`config.mk`:
```
export PLATFORM = sky130hd
export DESIGN_NAME = fc2_ram_sequencer
export DESIGN_NICKNAME = d
export VERILOG_FILES = /design/src/rtl/fc2_pkg.sv /design/src/rtl/fc2_window_ctr.sv /design/src/rtl/fc2_ram_sequencer.sv
export SDC_FILE = /design/constraint.sdc
export NUM_CORES = 1
export LEC_CHECK = 0
export BUFFER_PORTS_ARGS = -buffer_cell sky130_fd_sc_hd__clkbuf_2
export CAP_MARGIN = 10
export CORE_UTILIZATION = 53
export DETAILED_ROUTE_END_ITERATION = 12
export HOLD_SLACK_MARGIN = 0.15
export PLACE_DENSITY = 0.81
export SYNTH_ARGS = -nofsm -noshare
export SYNTH_HDL_FRONTEND = slang
export SYNTH_SLANG_ARGS = --single-unit
```
`constraint.sdc`:
```
create_clock -name i_clk -period 2.35 [get_ports i_clk]
set_input_delay 0.47 -clock i_clk [delete_from_list [all_inputs] [get_ports i_clk]]
set_output_delay 0.47 -clock i_clk [all_outputs]
set_load 0.05 [all_outputs]
```
`src/rtl/fc2_pkg.sv`:
```
// Shared types and constants for the FC2 RAM sequencer.
package fc2_pkg;

    localparam int unsigned FC2_DEPTH     = 16;
    localparam int unsigned FC2_WINDOW    = 5;
    localparam int unsigned FC2_N_NEURONS = 10;
    localparam int unsigned FC2_ADDR_W    = $clog2(FC2_DEPTH);
    localparam int unsigned FC2_NIDX_W    = $clog2(FC2_N_NEURONS);
    // Windows per neuron, rounded up so the tail window is counted.
    localparam int unsigned FC2_WIN_PER_NEURON = (FC2_DEPTH + FC2_WINDOW - 1) / FC2_WINDOW;

    typedef enum logic [2:0] {
        StIdle    = 3'd0,
        StLoad    = 3'd1,
        StIssue   = 3'd2,
        StPresent = 3'd3,
        StDone    = 3'd4
    } fc2_state_e;

endpackage

```
`src/rtl/fc2_window_ctr.sv`:
```
// Window offset / neuron index counter with first, last and final-window flags.
module fc2_window_ctr
    import fc2_pkg::*;
(
    input  logic                  i_clk,
    input  logic                  i_rst,
    input  logic                  i_clear,
    input  logic                  i_advance,
    output logic [FC2_ADDR_W-1:0] o_offset,
    output logic [FC2_NIDX_W-1:0] o_neuron_idx,
    output logic                  o_first,
    output logic                  o_last,
    output logic                  o_final
);

    logic [FC2_ADDR_W-1:0] r_offset;
    logic [FC2_NIDX_W-1:0] r_neuron;
    // One extra bit so offset + WINDOW cannot wrap before the compare.
    logic [FC2_ADDR_W:0]   w_win_end;

    assign w_win_end    = {1'b0, r_offset} + (FC2_ADDR_W + 1)'(FC2_WINDOW);
    assign o_last       = (w_win_end >= (FC2_ADDR_W + 1)'(FC2_DEPTH));
    assign o_first      = (r_offset == '0);
    assign o_final      = o_last && (r_neuron == FC2_NIDX_W'(FC2_N_NEURONS - 1));
    assign o_offset     = r_offset;
    assign o_neuron_idx = r_neuron;

    // Step to the next window, wrapping into the next neuron; hold on the final window.
    always_ff @(posedge i_clk) begin
        if (i_rst || i_clear) begin
            r_offset <= '0;
            r_neuron <= '0;
        end else if (i_advance) begin
            if (!o_last) begin
                r_offset <= w_win_end[FC2_ADDR_W-1:0];
            end else if (!o_final) begin
                r_offset <= '0;
                r_neuron <= r_neuron + 1'b1;
            end
        end
    end

endmodule

```
`src/rtl/fc2_ram_sequencer.sv`:
```
// FC2 data RAM sequencer: loads the input vector, then replays it as 5-wide
// windows once per output neuron.
// Optional: define FC2_SEQ_STALL_CNT_EN to add the o_stall_cnt stall counter.
module fc2_ram_sequencer
    import fc2_pkg::*;
(
    input  logic                  i_clk,
    input  logic                  i_rst,
    input  logic                  i_start,
    input  logic                  i_in_valid,
    output logic                  o_in_ready,
    output logic                  o_ram_we,
    output logic [FC2_ADDR_W-1:0] o_ram_waddr,
    output logic                  o_ram_re,
    output logic [FC2_ADDR_W-1:0] o_ram_raddr,
    output logic                  o_win_valid,
    input  logic                  i_win_ready,
    output logic                  o_win_first,
    output logic                  o_win_last,
    output logic [FC2_NIDX_W-1:0] o_neuron_idx,
    output logic                  o_layer_done,
`ifdef FC2_SEQ_STALL_CNT_EN
    output logic [15:0]           o_stall_cnt,
`endif
    output logic                  o_busy
);

    fc2_state_e            r_state;
    fc2_state_e            w_state_next;
    logic [FC2_ADDR_W-1:0] r_wr_cnt;
    logic                  r_ram_re;
    logic                  w_wr_inc;
    logic                  w_win_clear;
    logic                  w_win_adv;
    logic                  w_first;
    logic                  w_last;
    logic                  w_final;
    logic                  w_win_valid;

    fc2_window_ctr u_win_ctr (
        .i_clk        (i_clk),
        .i_rst        (i_rst),
        .i_clear      (w_win_clear),
        .i_advance    (w_win_adv),
        .o_offset     (o_ram_raddr),
        .o_neuron_idx (o_neuron_idx),
        .o_first      (w_first),
        .o_last       (w_last),
        .o_final      (w_final)
    );

    // Next-state and counter control decode.
    always_comb begin
        w_state_next = r_state;
        w_wr_inc     = 1'b0;
        w_win_clear  = 1'b0;
        w_win_adv    = 1'b0;
        unique case (r_state)
            StIdle: begin
                if (i_start) w_state_next = StLoad;
            end
            StLoad: begin
                if (i_in_valid) begin
                    w_wr_inc = 1'b1;
                    if (r_wr_cnt == FC2_ADDR_W'(FC2_DEPTH - 1)) begin
                        w_state_next = StIssue;
                        w_win_clear  = 1'b1;
                    end
                end
            end
            StIssue: begin
                w_state_next = StPresent;
            end
            StPresent: begin
                if (i_win_ready) begin
                    w_win_adv    = 1'b1;
                    w_state_next = w_final ? StDone : StIssue;
                end
            end
            StDone: begin
                // Park the window counter at zero for the idle period.
                w_win_clear  = 1'b1;
                w_state_next = StIdle;
            end
            default: begin
                w_state_next = StIdle;
            end
        endcase
    end

    // State, write counter and registered read strobe.
    always_ff @(posedge i_clk) begin
        if (i_rst) begin
            r_state  <= StIdle;
            r_wr_cnt <= '0;
            r_ram_re <= 1'b0;
        end else begin
            r_state  <= w_state_next;
            r_ram_re <= (w_state_next == StIssue);
            if (w_wr_inc) begin
                r_wr_cnt <= (r_wr_cnt == FC2_ADDR_W'(FC2_DEPTH - 1)) ? '0 : r_wr_cnt + 1'b1;
            end
        end
    end

`ifdef FC2_SEQ_STALL_CNT_EN
    logic [15:0] r_stall_cnt;

    // Saturating count of upstream starvation and downstream back-pressure cycles.
    always_ff @(posedge i_clk) begin
        if (i_rst) begin
            r_stall_cnt <= '0;
        end else if (r_state == StIdle && i_start) begin
            r_stall_cnt <= '0;
        end else if (((r_state == StPresent) && !i_win_ready) ||
                     ((r_state == StLoad) && !i_in_valid)) begin
            if (r_stall_cnt != 16'hFFFF) r_stall_cnt <= r_stall_cnt + 16'd1;
        end
    end

    assign o_stall_cnt = r_stall_cnt;
`endif

    assign w_win_valid  = (r_state == StPresent);
    assign o_in_ready   = (r_state == StLoad);
    assign o_ram_we     = o_in_ready & i_in_valid;
    assign o_ram_waddr  = r_wr_cnt;
    assign o_ram_re     = r_ram_re;
    assign o_win_valid  = w_win_valid;
    assign o_win_first  = w_win_valid & w_first;
    assign o_win_last   = w_win_valid & w_last;
    assign o_layer_done = (r_state == StDone);
    assign o_busy       = (r_state != StIdle);

endmodule
```
==> summary.txt <==
Run status
  – Status: finished clean

Detailed routing
  – DR pass1 iterations: 5
  – Routed wl met3: 66 um
  – Post-DRT Antenna Nets: 0
  – First DRT Iteration DRCs: 9
  – DRC violations left: 0
  – Vias/cell: 5.72
  – Metal2 WL: 857 um
  – Total wire length: 1.84 mm
  – Highest metal used: met4
  – Routed len/inst: 13.3 um
  – DR vias: 789
  – DRT met1 WL: 876 um

Critical path
  – Reg-to-reg startpoint: u_win_ctr.o_neuron_idx[1]$_SDFFE_PP0P_
  – Crit Path Max Fanout: 13
  – CP Launch Point: r_state[1]$_SDFF_PP0_
  – CP max stage delay: 0.60 ns
  – CP endpoint kind: primary output
  – Top delay family on crit path: flip-flops
  – Critical-path top delay cell: dfxtp_1
  – Setup slack, reg-to-reg: 0.66 ns
  – CP Class: register to primary output
  – Worst path bufs/invs: 1
  – Startpoint Class: register
  – Register-to-Register Path Depth: 6
  – Arrival time worst endpoint: 1.73 ns
  – Critical Path RT: 1.88 ns
  – Worst reg2reg endpoint: u_win_ctr.o_neuron_idx[3]$_SDFFE_PP0P_
  – Worst-path cell chain: nand3b_1, nor4b_2, clkbuf_2

Clock network
  – CTS tree: yes
  – CTS root buf: clkbuf_4
  – Sink Count: 16
  – Number of setup buffers added after CTS: 0
  – H-Tree Depth: 1
  – Clock transition at path regs: 0.09 ns
  – Post-cts resize count: 0
  – Skew-Pair Late Insertion Delay: 0.29 ns
  – Clock Tree Buf Depth: 2
  – CTS Buf Count: 3
  – Hold_buf cts: 0

Logic synthesis
  – Most frequent cell after synthesis: dfxtp_1
  – Area share of the leading cell type in the synthesized netlist: 0.365
  – Sequential area share after synthesis: 0.365
  – Simple-Gate Fraction of Synth Area: 0.316
  – Post-synth EDFFs: 0
  – Main synth FF type: dfxtp_1
  – Xor and xnor area share after synthesis: 0.0598
  – Multiplexer share of the synthesized area: 0
  – Mapped Nets: 110
  – Compound-cell area share of the yosys netlist: 0.132
  – Mean post-synth cell area: 8.78 um2
  – Cell Area, Synth: 878 um2
  – Top post-synthesis cells by count: dfxtp_1, nor2_1, a21oi_1
  – Yosys Warn Count: 0
  – Combinational family with the most area after synthesis: simple AND/OR/NAND/NOR gates
  – Cell variety after synth: 34
  – Adder-Cell Fraction of Synth Area: 0.0712
  – Most area-consuming cells after synthesis: dfxtp_1, ha_1, nor2_1, a21oi_1, xnor2_1
  – Cell taking the most area after synthesis: dfxtp_1
  – Post-synthesis register bit count: 16
  – Mapped Cells: 100
  – Post-synthesis async set-or-reset flop share: 0

Final layout
  – Design Area, Final: 1020 um2
  – Fill count: 128
  – Finished Core Util: 0.671
  – Register area: 320 um2
  – # nets final: 134
  – Cell Count, Final, Fillers Out: 138
  – Multi-input gate area: 520 um2
  – Synthesis-to-layout area growth: 16.4%
  – # diodes: 0
  – Share of layout cells above drive strength 1: 0.254

Floorplan
  – # rows: 14
  – Effective utilization at floorplan: 0.576
  – Die X: 42.7 um
  – Core footprint: 1520 um2
  – Die H: 42.7 um
  – Die area: 1820 um2
  – Num ports: 25

STA
  – Hold Fails Final Rpt: 0
  – Worst setup margin: 0.146 ns
  – Worst-margin pin slew: 0.442 ns
  – Fin crit period: 2.20 ns
  – Final Max Tran Viols: 0
  – Final setup viols: 0
  – Relative slew margins: 0.703
  – Final hold slack: 0.475 ns
  – Final setup TNS: 0 ns
  – Final Cycle Share: 0.938
  – Skew final: 0.00233 ns
  – RSZ-0062 raised after global routing: false
  – Fmax: 454 MHz

Power and ir drop
  – Power consumption: 0.468 mW
  – Maximum vdd drop: 0.000355 V
  – PwrDens: 457 nW/um2
  – Leakage power: 0.446 nW

Global route
  – Largest net degree at the start of global routing: 14
  – First-pass GRT wire length: 2.99 mm
  – Total congestion overflow: 0
  – Number of global-route vias before repair: 692
  – Total GRT Usage: 0.219
  – Initial antenna violation count: 0

Worst hold path
  – Hold path cells: 2
  – Min-delay src: i_rst
  – Min-Delay Endpoint: o_ram_waddr[1]$_SDFFE_PP0P_
  – HP Class: primary input to register

Placed design
  – Port Buffers: 24
  – Final HPWL DP: 1.31 mm
  – Cell Count Post-Placement: 135
  – Placer congestion estimate: 0.793
  – DP Area: 1000 um2
  – Place WS: 0.462 ns

Flow run
  – Max_cap viols: 0
state kept, by name, summed over array words and instances (netlist names):
register,cells
o_ram_waddr,4
u_win_ctr.o_neuron_idx,4
u_win_ctr.o_offset,4
r_state,3
o_ram_re,1
layout by cell type (no fill, tap or decap), types with 2 or more instances in the layout:
cell type / netlist / routed
a211oi_1: 3 / 3
a21oi_1: 8 / 8
and4_1: 2 / 2
clkbuf_2: 0 / 24
clkbuf_4: 0 / 3
dfxtp_1: 16 / 16
ha_1: 5 / 5
inv_1: 5 / 5
nand2_1: 5 / 5
nand3_1: 4 / 4
nand3b_1: 2 / 2
nor2_1: 11 / 11
nor2b_1: 2 / 2
nor3_1: 4 / 4
nor3b_1: 3 / 2
o21ai_0: 2 / 2
or3_1: 2 / 2
xnor2_1: 3 / 3
xor2_1: 3 / 3
worst max-delay path by stage:
| stage | to | slack, ns | cells after the start |
|---|---|---|---|
| finish | o_win_first | 0.15 | 3 |
| global route | o_win_first | 0.0009 | 3 |
| detailed placement | o_win_first | 0.46 | 3 |
| global placement | o_win_first | 0.53 | 3 |
| CTS | o_win_first | 0.14 | 3 |
| floorplan | o_win_last | 0.12 | 3 |
per-layer routing:
layer	track usage	up-vias
li1	-	404
met5	0	-
met3	0.0255	5
met1	0.277	359
met2	0.361	21
met4	0.113	0
logic make-up (layout without fill, tap and decap cells):
kind of cell / after synthesis / count (layout)
AOI/OAI and AO/OA: 18 / 18
xor gates and xnor gates: 6 / 6
adders and majority gates: 5 / 5
buffers and inverters: 10 / 32
DFF: 16 / 16
and+or+nand+nor: 45 / 45
power breakdown:
group | internal, mW | switching (mW) | leakage, nW
clock network | 0.0597 | 0.0839 | 0.0138
registers | 0.274 | 0.00576 | 0.129
logic | 0.0127 | 0.0319 | 0.302
total | 0.346 | 0.122 | 0.446
area by class of cell:
cell class	count	area share
Clock buffer	3	0.0220
Inverter	5	0.0184
Multi-Input combinational cell	74	0.509
Sequential cell	16	0.313
Tap cell	16	0.0196
Timing Repair Buffer	24	0.118
Power figures use the tool's default switching activity.
